File: src/rtl/div_seq_ctrl_pkg.sv
// Shared types and constants for the sequential RV32M divider.
package div_seq_ctrl_pkg;

  localparam int unsigned DivDataWidth = 32;

  // div_control encodings: bit2 signed, bit1 quotient, bit0 remainder
  localparam logic [2:0] DivCtrlRemu = 3'b001;
  localparam logic [2:0] DivCtrlDivu = 3'b010;
  localparam logic [2:0] DivCtrlRem  = 3'b101;
  localparam logic [2:0] DivCtrlDiv  = 3'b110;

  typedef enum logic [1:0] {
    StIdle = 2'd0,
    StCalc = 2'd1,
    StFix  = 2'd2,
    StDone = 2'd3
  } div_state_e;

  function automatic logic ctrl_legal(input logic [2:0] ctrl);
    return (ctrl == DivCtrlRemu) || (ctrl == DivCtrlDivu) ||
           (ctrl == DivCtrlRem)  || (ctrl == DivCtrlDiv);
  endfunction

endpackage

File: src/rtl/div_seq_ctrl_if.sv
// Request/response bundle between the EX stage and the divider.
interface div_seq_ctrl_if
  import div_seq_ctrl_pkg::*;
#(
  parameter int unsigned DATA_WIDTH = DivDataWidth
) ();

  logic                  flush;
  logic                  req_valid;
  logic                  req_ready;
  logic [2:0]            div_control;
  logic [DATA_WIDTH-1:0] dividend;
  logic [DATA_WIDTH-1:0] divisor;
  logic                  rsp_valid;
  logic                  rsp_ready;
  logic [DATA_WIDTH-1:0] div_res;
  logic                  busy;

  modport master (
    output flush, req_valid, div_control, dividend, divisor, rsp_ready,
    input  req_ready, rsp_valid, div_res, busy
  );

  modport slave (
    input  flush, req_valid, div_control, dividend, divisor, rsp_ready,
    output req_ready, rsp_valid, div_res, busy
  );

endinterface

File: src/rtl/div_seq_ctrl_restore_step.sv
// One radix-2 restoring division iteration (purely combinational).
module div_restore_step #(
  parameter int unsigned DATA_WIDTH = 32
) (
  input  logic [DATA_WIDTH:0]   rem_in,
  input  logic [DATA_WIDTH-1:0] quo_in,
  input  logic [DATA_WIDTH-1:0] dvs,
  output logic [DATA_WIDTH:0]   rem_out,
  output logic [DATA_WIDTH-1:0] quo_out
);

  logic [DATA_WIDTH+1:0] shifted;
  logic [DATA_WIDTH+1:0] trial;

  // Shift the next dividend bit into the partial remainder, then trial-subtract.
  assign shifted = {rem_in, quo_in[DATA_WIDTH-1]};
  assign trial   = shifted - {2'b00, dvs};

  // Keep the difference and set the quotient bit only when it did not go negative.
  always_comb begin
    if (trial[DATA_WIDTH+1]) begin
      rem_out = shifted[DATA_WIDTH:0];
      quo_out = {quo_in[DATA_WIDTH-2:0], 1'b0};
    end else begin
      rem_out = trial[DATA_WIDTH:0];
      quo_out = {quo_in[DATA_WIDTH-2:0], 1'b1};
    end
  end

endmodule

File: src/rtl/div_seq_ctrl.sv
// Iterative restoring divider with sequencer for DIV/DIVU/REM/REMU.
// Optional feature: define DIV_RESULT_CACHE_EN for a 1-entry result cache.
// rsp_valid is registered: it rises the cycle after the FSM reaches DONE.
module div_seq_ctrl
  import div_seq_ctrl_pkg::*;
#(
  parameter int unsigned DATA_WIDTH = DivDataWidth
) (
  input logic          clk,
  input logic          rst,
  div_seq_ctrl_if.slave bus
);

  localparam int unsigned CntW = $clog2(DATA_WIDTH);
  localparam logic [DATA_WIDTH-1:0] MinVal = {1'b1, {(DATA_WIDTH-1){1'b0}}};
  localparam logic [CntW-1:0] LastCnt = CntW'(DATA_WIDTH - 1);

  div_state_e state_q, state_d;

  logic [DATA_WIDTH:0]   rem_q, rem_d;
  logic [DATA_WIDTH-1:0] quo_q, quo_d;
  logic [DATA_WIDTH-1:0] dvs_q, dvs_d;
  logic [CntW-1:0]       cnt_q, cnt_d;
  logic                  neg_quo_q, neg_quo_d;
  logic                  neg_rem_q, neg_rem_d;
  logic                  sel_quo_q, sel_quo_d;
  logic [DATA_WIDTH-1:0] res_q, res_d;
  logic                  rsp_valid_q, rsp_valid_d;

`ifdef DIV_RESULT_CACHE_EN
  logic [DATA_WIDTH-1:0] raw_dvd_q, raw_dvd_d;
  logic [DATA_WIDTH-1:0] raw_dvs_q, raw_dvs_d;
  logic                  raw_sgn_q, raw_sgn_d;
  logic                  cache_valid_q, cache_valid_d;
  logic [DATA_WIDTH-1:0] cache_dvd_q, cache_dvd_d;
  logic [DATA_WIDTH-1:0] cache_dvs_q, cache_dvs_d;
  logic                  cache_sgn_q, cache_sgn_d;
  logic [DATA_WIDTH-1:0] cache_quo_q, cache_quo_d;
  logic [DATA_WIDTH-1:0] cache_rem_q, cache_rem_d;
  logic                  cache_hit;
`endif

  logic                  req_ready;
  logic                  accept;
  logic                  req_sgn;
  logic                  dvd_neg;
  logic                  dvs_neg;
  logic [DATA_WIDTH-1:0] dvd_abs;
  logic [DATA_WIDTH-1:0] dvs_abs;
  logic                  is_legal;
  logic                  dvs_zero;
  logic                  overflow;
  logic [DATA_WIDTH-1:0] fix_quo;
  logic [DATA_WIDTH-1:0] fix_rem;
  logic [DATA_WIDTH:0]   step_rem;
  logic [DATA_WIDTH-1:0] step_quo;
  logic                  unused_rem_msb;

  assign req_ready = (state_q == StIdle) & ~bus.flush;
  assign accept    = bus.req_valid & req_ready;

  assign req_sgn  = bus.div_control[2];
  assign dvd_neg  = req_sgn & bus.dividend[DATA_WIDTH-1];
  assign dvs_neg  = req_sgn & bus.divisor[DATA_WIDTH-1];
  assign dvd_abs  = dvd_neg ? (~bus.dividend + 1'b1) : bus.dividend;
  assign dvs_abs  = dvs_neg ? (~bus.divisor + 1'b1) : bus.divisor;
  assign is_legal = ctrl_legal(bus.div_control);
  assign dvs_zero = (bus.divisor == '0);
  assign overflow = req_sgn & (bus.dividend == MinVal) & (bus.divisor == '1);

  // The final remainder is always below the divisor, so its top bit is never set.
  assign fix_quo = neg_quo_q ? (~quo_q + 1'b1) : quo_q;
  assign fix_rem = neg_rem_q ? (~rem_q[DATA_WIDTH-1:0] + 1'b1) : rem_q[DATA_WIDTH-1:0];
  assign unused_rem_msb = rem_q[DATA_WIDTH];

`ifdef DIV_RESULT_CACHE_EN
  assign cache_hit = cache_valid_q & (cache_dvd_q == bus.dividend) &
                     (cache_dvs_q == bus.divisor) & (cache_sgn_q == req_sgn);
`endif

  div_restore_step #(
    .DATA_WIDTH (DATA_WIDTH)
  ) u_step (
    .rem_in  (rem_q),
    .quo_in  (quo_q),
    .dvs     (dvs_q),
    .rem_out (step_rem),
    .quo_out (step_quo)
  );

  // Next-state and datapath update for the IDLE/CALC/FIX/DONE sequencer.
  always_comb begin
    state_d     = state_q;
    rem_d       = rem_q;
    quo_d       = quo_q;
    dvs_d       = dvs_q;
    cnt_d       = cnt_q;
    neg_quo_d   = neg_quo_q;
    neg_rem_d   = neg_rem_q;
    sel_quo_d   = sel_quo_q;
    res_d       = res_q;
    rsp_valid_d = rsp_valid_q;
`ifdef DIV_RESULT_CACHE_EN
    raw_dvd_d     = raw_dvd_q;
    raw_dvs_d     = raw_dvs_q;
    raw_sgn_d     = raw_sgn_q;
    cache_valid_d = cache_valid_q;
    cache_dvd_d   = cache_dvd_q;
    cache_dvs_d   = cache_dvs_q;
    cache_sgn_d   = cache_sgn_q;
    cache_quo_d   = cache_quo_q;
    cache_rem_d   = cache_rem_q;
`endif

    unique case (state_q)
      StIdle: begin
        if (accept) begin
          quo_d     = dvd_abs;
          dvs_d     = dvs_abs;
          rem_d     = '0;
          cnt_d     = '0;
          neg_quo_d = dvd_neg ^ dvs_neg;
          neg_rem_d = dvd_neg;
          sel_quo_d = bus.div_control[1];
`ifdef DIV_RESULT_CACHE_EN
          raw_dvd_d = bus.dividend;
          raw_dvs_d = bus.divisor;
          raw_sgn_d = req_sgn;
`endif
          if (!is_legal) begin
            res_d   = '0;
            state_d = StDone;
          end else if (dvs_zero) begin
            res_d   = bus.div_control[1] ? '1 : bus.dividend;
            state_d = StDone;
          end else if (overflow) begin
            res_d   = bus.div_control[1] ? MinVal : '0;
            state_d = StDone;
`ifdef DIV_RESULT_CACHE_EN
          end else if (cache_hit) begin
            res_d   = bus.div_control[1] ? cache_quo_q : cache_rem_q;
            state_d = StDone;
`endif
          end else begin
            state_d = StCalc;
          end
        end
      end
      StCalc: begin
        rem_d = step_rem;
        quo_d = step_quo;
        cnt_d = cnt_q + 1'b1;
        if (cnt_q == LastCnt) begin
          state_d = StFix;
        end
      end
      StFix: begin
        res_d   = sel_quo_q ? fix_quo : fix_rem;
        state_d = StDone;
`ifdef DIV_RESULT_CACHE_EN
        cache_valid_d = 1'b1;
        cache_dvd_d   = raw_dvd_q;
        cache_dvs_d   = raw_dvs_q;
        cache_sgn_d   = raw_sgn_q;
        cache_quo_d   = fix_quo;
        cache_rem_d   = fix_rem;
`endif
      end
      StDone: begin
        if (!rsp_valid_q) begin
          rsp_valid_d = 1'b1;
        end else if (bus.rsp_ready) begin
          rsp_valid_d = 1'b0;
          state_d     = StIdle;
        end
      end
      default: state_d = StIdle;
    endcase

    // A kill aborts whatever is in flight, including an unconsumed response.
    if (bus.flush) begin
      state_d     = StIdle;
      rsp_valid_d = 1'b0;
    end
  end

  // State and datapath registers.
  always_ff @(posedge clk or posedge rst) begin
    if (rst) begin
      state_q     <= StIdle;
      rem_q       <= '0;
      quo_q       <= '0;
      dvs_q       <= '0;
      cnt_q       <= '0;
      neg_quo_q   <= 1'b0;
      neg_rem_q   <= 1'b0;
      sel_quo_q   <= 1'b0;
      res_q       <= '0;
      rsp_valid_q <= 1'b0;
    end else begin
      state_q     <= state_d;
      rem_q       <= rem_d;
      quo_q       <= quo_d;
      dvs_q       <= dvs_d;
      cnt_q       <= cnt_d;
      neg_quo_q   <= neg_quo_d;
      neg_rem_q   <= neg_rem_d;
      sel_quo_q   <= sel_quo_d;
      res_q       <= res_d;
      rsp_valid_q <= rsp_valid_d;
    end
  end

`ifdef DIV_RESULT_CACHE_EN
  // Result cache; survives flush, cleared only by reset.
  always_ff @(posedge clk or posedge rst) begin
    if (rst) begin
      raw_dvd_q     <= '0;
      raw_dvs_q     <= '0;
      raw_sgn_q     <= 1'b0;
      cache_valid_q <= 1'b0;
      cache_dvd_q   <= '0;
      cache_dvs_q   <= '0;
      cache_sgn_q   <= 1'b0;
      cache_quo_q   <= '0;
      cache_rem_q   <= '0;
    end else begin
      raw_dvd_q     <= raw_dvd_d;
      raw_dvs_q     <= raw_dvs_d;
      raw_sgn_q     <= raw_sgn_d;
      cache_valid_q <= cache_valid_d;
      cache_dvd_q   <= cache_dvd_d;
      cache_dvs_q   <= cache_dvs_d;
      cache_sgn_q   <= cache_sgn_d;
      cache_quo_q   <= cache_quo_d;
      cache_rem_q   <= cache_rem_d;
    end
  end
`endif

  assign bus.req_ready = req_ready;
  assign bus.rsp_valid = rsp_valid_q;
  assign bus.div_res   = res_q;
  assign bus.busy      = (state_q != StIdle);

endmodule
File: src/flat_wrapper.sv
// flat-port wrapper written by rule: the top's interface ports become plain ports
module div_seq_ctrl_flat import div_seq_ctrl_pkg::*;
#(
  parameter int unsigned DATA_WIDTH = DivDataWidth
)
  (clk, rst, bus_flush, bus_req_valid, bus_div_control, bus_dividend, bus_divisor, bus_rsp_ready, bus_req_ready, bus_rsp_valid, bus_div_res, bus_busy);
  div_seq_ctrl_if #(.DATA_WIDTH(DATA_WIDTH)) bus_i ();
  input logic clk;
  input logic rst;
  input wire logic [$bits(bus_i.flush)-1:0] bus_flush;
  input wire logic [$bits(bus_i.req_valid)-1:0] bus_req_valid;
  input wire logic [$bits(bus_i.div_control)-1:0] bus_div_control;
  input wire logic [$bits(bus_i.dividend)-1:0] bus_dividend;
  input wire logic [$bits(bus_i.divisor)-1:0] bus_divisor;
  input wire logic [$bits(bus_i.rsp_ready)-1:0] bus_rsp_ready;
  output wire logic [$bits(bus_i.req_ready)-1:0] bus_req_ready;
  output wire logic [$bits(bus_i.rsp_valid)-1:0] bus_rsp_valid;
  output wire logic [$bits(bus_i.div_res)-1:0] bus_div_res;
  output wire logic [$bits(bus_i.busy)-1:0] bus_busy;
  assign bus_i.flush = bus_flush;
  assign bus_i.req_valid = bus_req_valid;
  assign bus_i.div_control = bus_div_control;
  assign bus_i.dividend = bus_dividend;
  assign bus_i.divisor = bus_divisor;
  assign bus_i.rsp_ready = bus_rsp_ready;
  assign bus_req_ready = bus_i.req_ready;
  assign bus_rsp_valid = bus_i.rsp_valid;
  assign bus_div_res = bus_i.div_res;
  assign bus_busy = bus_i.busy;
  div_seq_ctrl #(.DATA_WIDTH(DATA_WIDTH)) u_core (.clk(clk), .rst(rst), .bus(bus_i));
endmodule
File: config.mk
export PLATFORM = sky130hd
export DESIGN_NAME = div_seq_ctrl_flat
export DESIGN_NICKNAME = d
export VERILOG_FILES = /design/src/rtl/div_seq_ctrl_pkg.sv /design/src/rtl/div_seq_ctrl_if.sv /design/src/rtl/div_seq_ctrl_restore_step.sv /design/src/rtl/div_seq_ctrl.sv /design/src/flat_wrapper.sv
export SDC_FILE = /design/constraint.sdc
export NUM_CORES = 1
export LEC_CHECK = 0
export ABC_AREA = 1
export ABC_CLOCK_PERIOD_IN_PS = 11200
export BUFFER_PORTS_ARGS = -buffer_cell sky130_fd_sc_hd__buf_2
export CORE_MARGIN = 10
export CORE_UTILIZATION = 40
export DETAILED_ROUTE_END_ITERATION = 8
export PLACE_DENSITY = 0.63
export SETUP_SLACK_MARGIN = 0.02
export SLEW_MARGIN = 10
export SYNTH_ARGS = -nofsm -noshare
export SYNTH_HDL_FRONTEND = slang
export SYNTH_SLANG_ARGS = --single-unit
File: constraint.sdc
create_clock -name clk -period 11.2 [get_ports clk]
set_input_delay 0 -clock clk [delete_from_list [all_inputs] [get_ports clk]]
set_output_delay 0 -clock clk [all_outputs]
set_load 0.005 [all_outputs]
==> run metrics <==
first-pass GRT wire length=71.77 mm; switch share=55.70%; CTS tree=yes; Core ar.=32620 um2; Clock Sinks=140; Total Routing Usage GR=21.57%; worst skew pair latency=0.43 ns; Area after DPL=14070 um2; io pins=107; share of the yosys chip area belonging to registers=26.38%; clock network fraction of total power=12.1%; Final Slew Violations=0; initial DRC count=1328; switching power=0.002795 W; initial antenna violation count=1; Seq cells post-synth=140; Inserted Clock Buffers=17; most common cell after layout, fill and taps aside=nand2_1; leak pwr=7.579 nW; Crit Path Class=reg -> reg; via count=14328; Site Rows=66; pwr/cell area=331.4 nW/um2; worst clock skew=0.009552 ns; worst slew pin tran=1.206 ns; Comb power frac=68.8%; crit path max fanout=53; DRC=0; clock slew at reported path FFs=0.07 ns; max capacitance violation total=0; share of cells above drive strength 1=11.47%; Cell Area, Synth=13280 um2; peak supply drop=185.8 uV; TritonRoute pass-1 iters=5; CTS Buffer Depth=2; RD Place Congestion=0.9396; hold path cells=4; Clock Tree Root=clkbuf_16; Max Freq=0.2832 GHz; Fin. Hold Viols=0; design area=15140 um2; status=finished clean; vias in the first global route=13324; Reg2Reg Depth=13; part of the power in registers=19.1%; commonest cells after routing, fill and taps aside=nand2_1 (612), inv_1 (239), nor2_1 (221), nand3_1 (212), o21ai_0 (166); # port buffers=106; count of non-filler cells in the finished layout=2701; Yosys cell types=47; crit path DAT=3.85 ns; Overflow after GRT=0; Post CTS Setup Buffer Count=0; unrepaired setup endpoints after global routing=no; hold_buf cts=45; Die W=202.2 um; Initial Util=40.71%; CP endpoint kind=flip-flop; Synth Net Count=2253; Int Pwr=0.002223 W; number of fill cells=3423; largest net degree at the start of global routing=86; Setup-failing EPs final=0; Mean Syn Cell Area=6.214 um2; cell count after placement=2623; Via-to-Cell Ratio=5.305; post-route ant nets=0; Final nets=2361; Tcrit/Tclk final=31.53%; Final HPWL DP=35.50 mm; die height=202.2 um; Routed WL per cell=16.72 um; Hold Path Class=in -> reg; YS warnings=0; Synth-to-Final Area Change=14.01%; Post-Syn Instances=2137; Critical Path RT=11.52 ns; Worst Setup Start Kind=flip-flop; worst rel slew slack=19.59%; final wirelength=45.15 mm; die footprint=40890 um2; min Tclk post-route=3.531 ns; H-tree depth=4; post-cts sizing count=0; setup TNS=0 ns
-- logic make-up (layout without fill, tap and decap cells) --
group                    count (synthesis)  count (layout)  synth area share (%)
other                                    0               1                     0
AO/OA/AOI/OAI                          360             360                 14.79
XOR/XNOR                                54              54                 3.561
AND/OR/NAND/NOR                       1211            1211                 41.04
flip-flops                             140             140                 26.38
adder cells (fa/ha/maj)                 44              44                 4.202
buffers and inverters                  328             449                 10.02
-- synthesized netlist by cell type, drive strengths merged --
cell type	count	area (um2)
a21oi	137	734.5
a22o	2	17.52
a22oi	1	7.510
and2	2	12.51
and3	1	6.260
buf	25	193.9
clkbuf	45	168.9
clkinv	2	7.510
dfrtp	140	3503
fa	1	20.02
ha	43	538.0
inv	256	960.9
nand2	650	2651
nand3	228	1236
nand3b	10	75.07
nand4	46	294.0
nor2	241	989.7
nor3	22	115.1
nor3b	1	7.510
nor4	2	12.51
o2111ai	4	35.03
o211ai	15	112.6
o21a	6	45.04
o21ai	176	880.8
o21bai	9	67.56
o22ai	9	56.30
o31ai	1	7.510
or2	8	50.05
xnor2	26	227.7
xor2	28	245.2
-- sequential cells by signal, summed over array words and instances (netlist names) --
signal                flops
u_core.neg_rem_q          1
u_core.bus.rsp_valid      1
u_core.bus.div_res       32
u_core.quo_q             32
u_core.cnt_q              5
u_core.dvs_q             32
u_core.state_q            2
u_core.neg_quo_q          1
u_core.rem_q             33
u_core.sel_quo_q          1
-- cell type report --
class	count	area, um2	share of cell area [%]
flip-flops and latches	140	3503	23.14
multi-input cells	1669	8446	55.78
repair buffers	159	1041	6.875
clock inverters	10	137.6	0.9090
diodes	1	2.502	0.01653
inverters	258	973.4	6.429
clock buffers	22	484.2	3.198
well taps	442	553.0	3.653
-- routing by layer --
layer	GRT usage [%]	wire, um	vias up
li1	-	-	7185
met1	28.84	20410	6650
met2	35.47	21290	440
met3	3.406	2662	53
met4	5.516	782	0
met5	0	0	-
-- critical path: stages, from the launching register on --
cell	delay, ns
dfrtp_1	0.41
inv_1	0.11
ha_1	0.24
inv_2	0.08
nor2_2	0.12
nand2_2	0.48
inv_2	0.52
nor2_1	0.15
nor2_1	0.17
nand2_2	0.07
buf_4	0.24
inv_2	0.50
nand3_1	0.15
o21a_1	0.14
-- stage by stage --
stage	power [W]	setup WS [ns]	utilization (%)	hold WS (ns)
detailed placement	0.004366	7.686	43.12	0.2164
global route	0.005498	7.260	46.41	0.02826
global placement	0.004321	7.799	43.12	0.2069
CTS	0.005003	7.665	46.41	0.001878
finish	0.005017	7.669	46.42	0.003310
floorplan	0.003493	7.447	-	0.02971
-- worst paths after layout --
path                       slack [ns]                     end                   start
setup / recovery                 7.67   u_core.bus.div_res[5]       u_core.state_q[0]
setup reg to reg                 7.67   u_core.bus.div_res[5]       u_core.state_q[0]
hold reg to reg                  0.49  u_core.bus.div_res[12]  u_core.bus.div_res[12]
hold / removal                  0.003        u_core.quo_q[20]        bus_dividend[20]
min in group asynchronous        0.26  u_core.bus.div_res[24]                     rst
max in group asynchronous        9.65         u_core.dvs_q[0]                     rst
-- power groups by stage --
stage	sequential [W]	clock, W	combinational, W
floorplan	0.000896	0	0.00260
global placement	0.000956	0	0.00337
detailed placement	0.000961	0	0.00340
CTS	0.000955	0.000611	0.00344
global route	0.000987	0.000636	0.00388
finish	0.000958	0.000609	0.00345
Note: power is estimated with default switching activity, not from simulation.
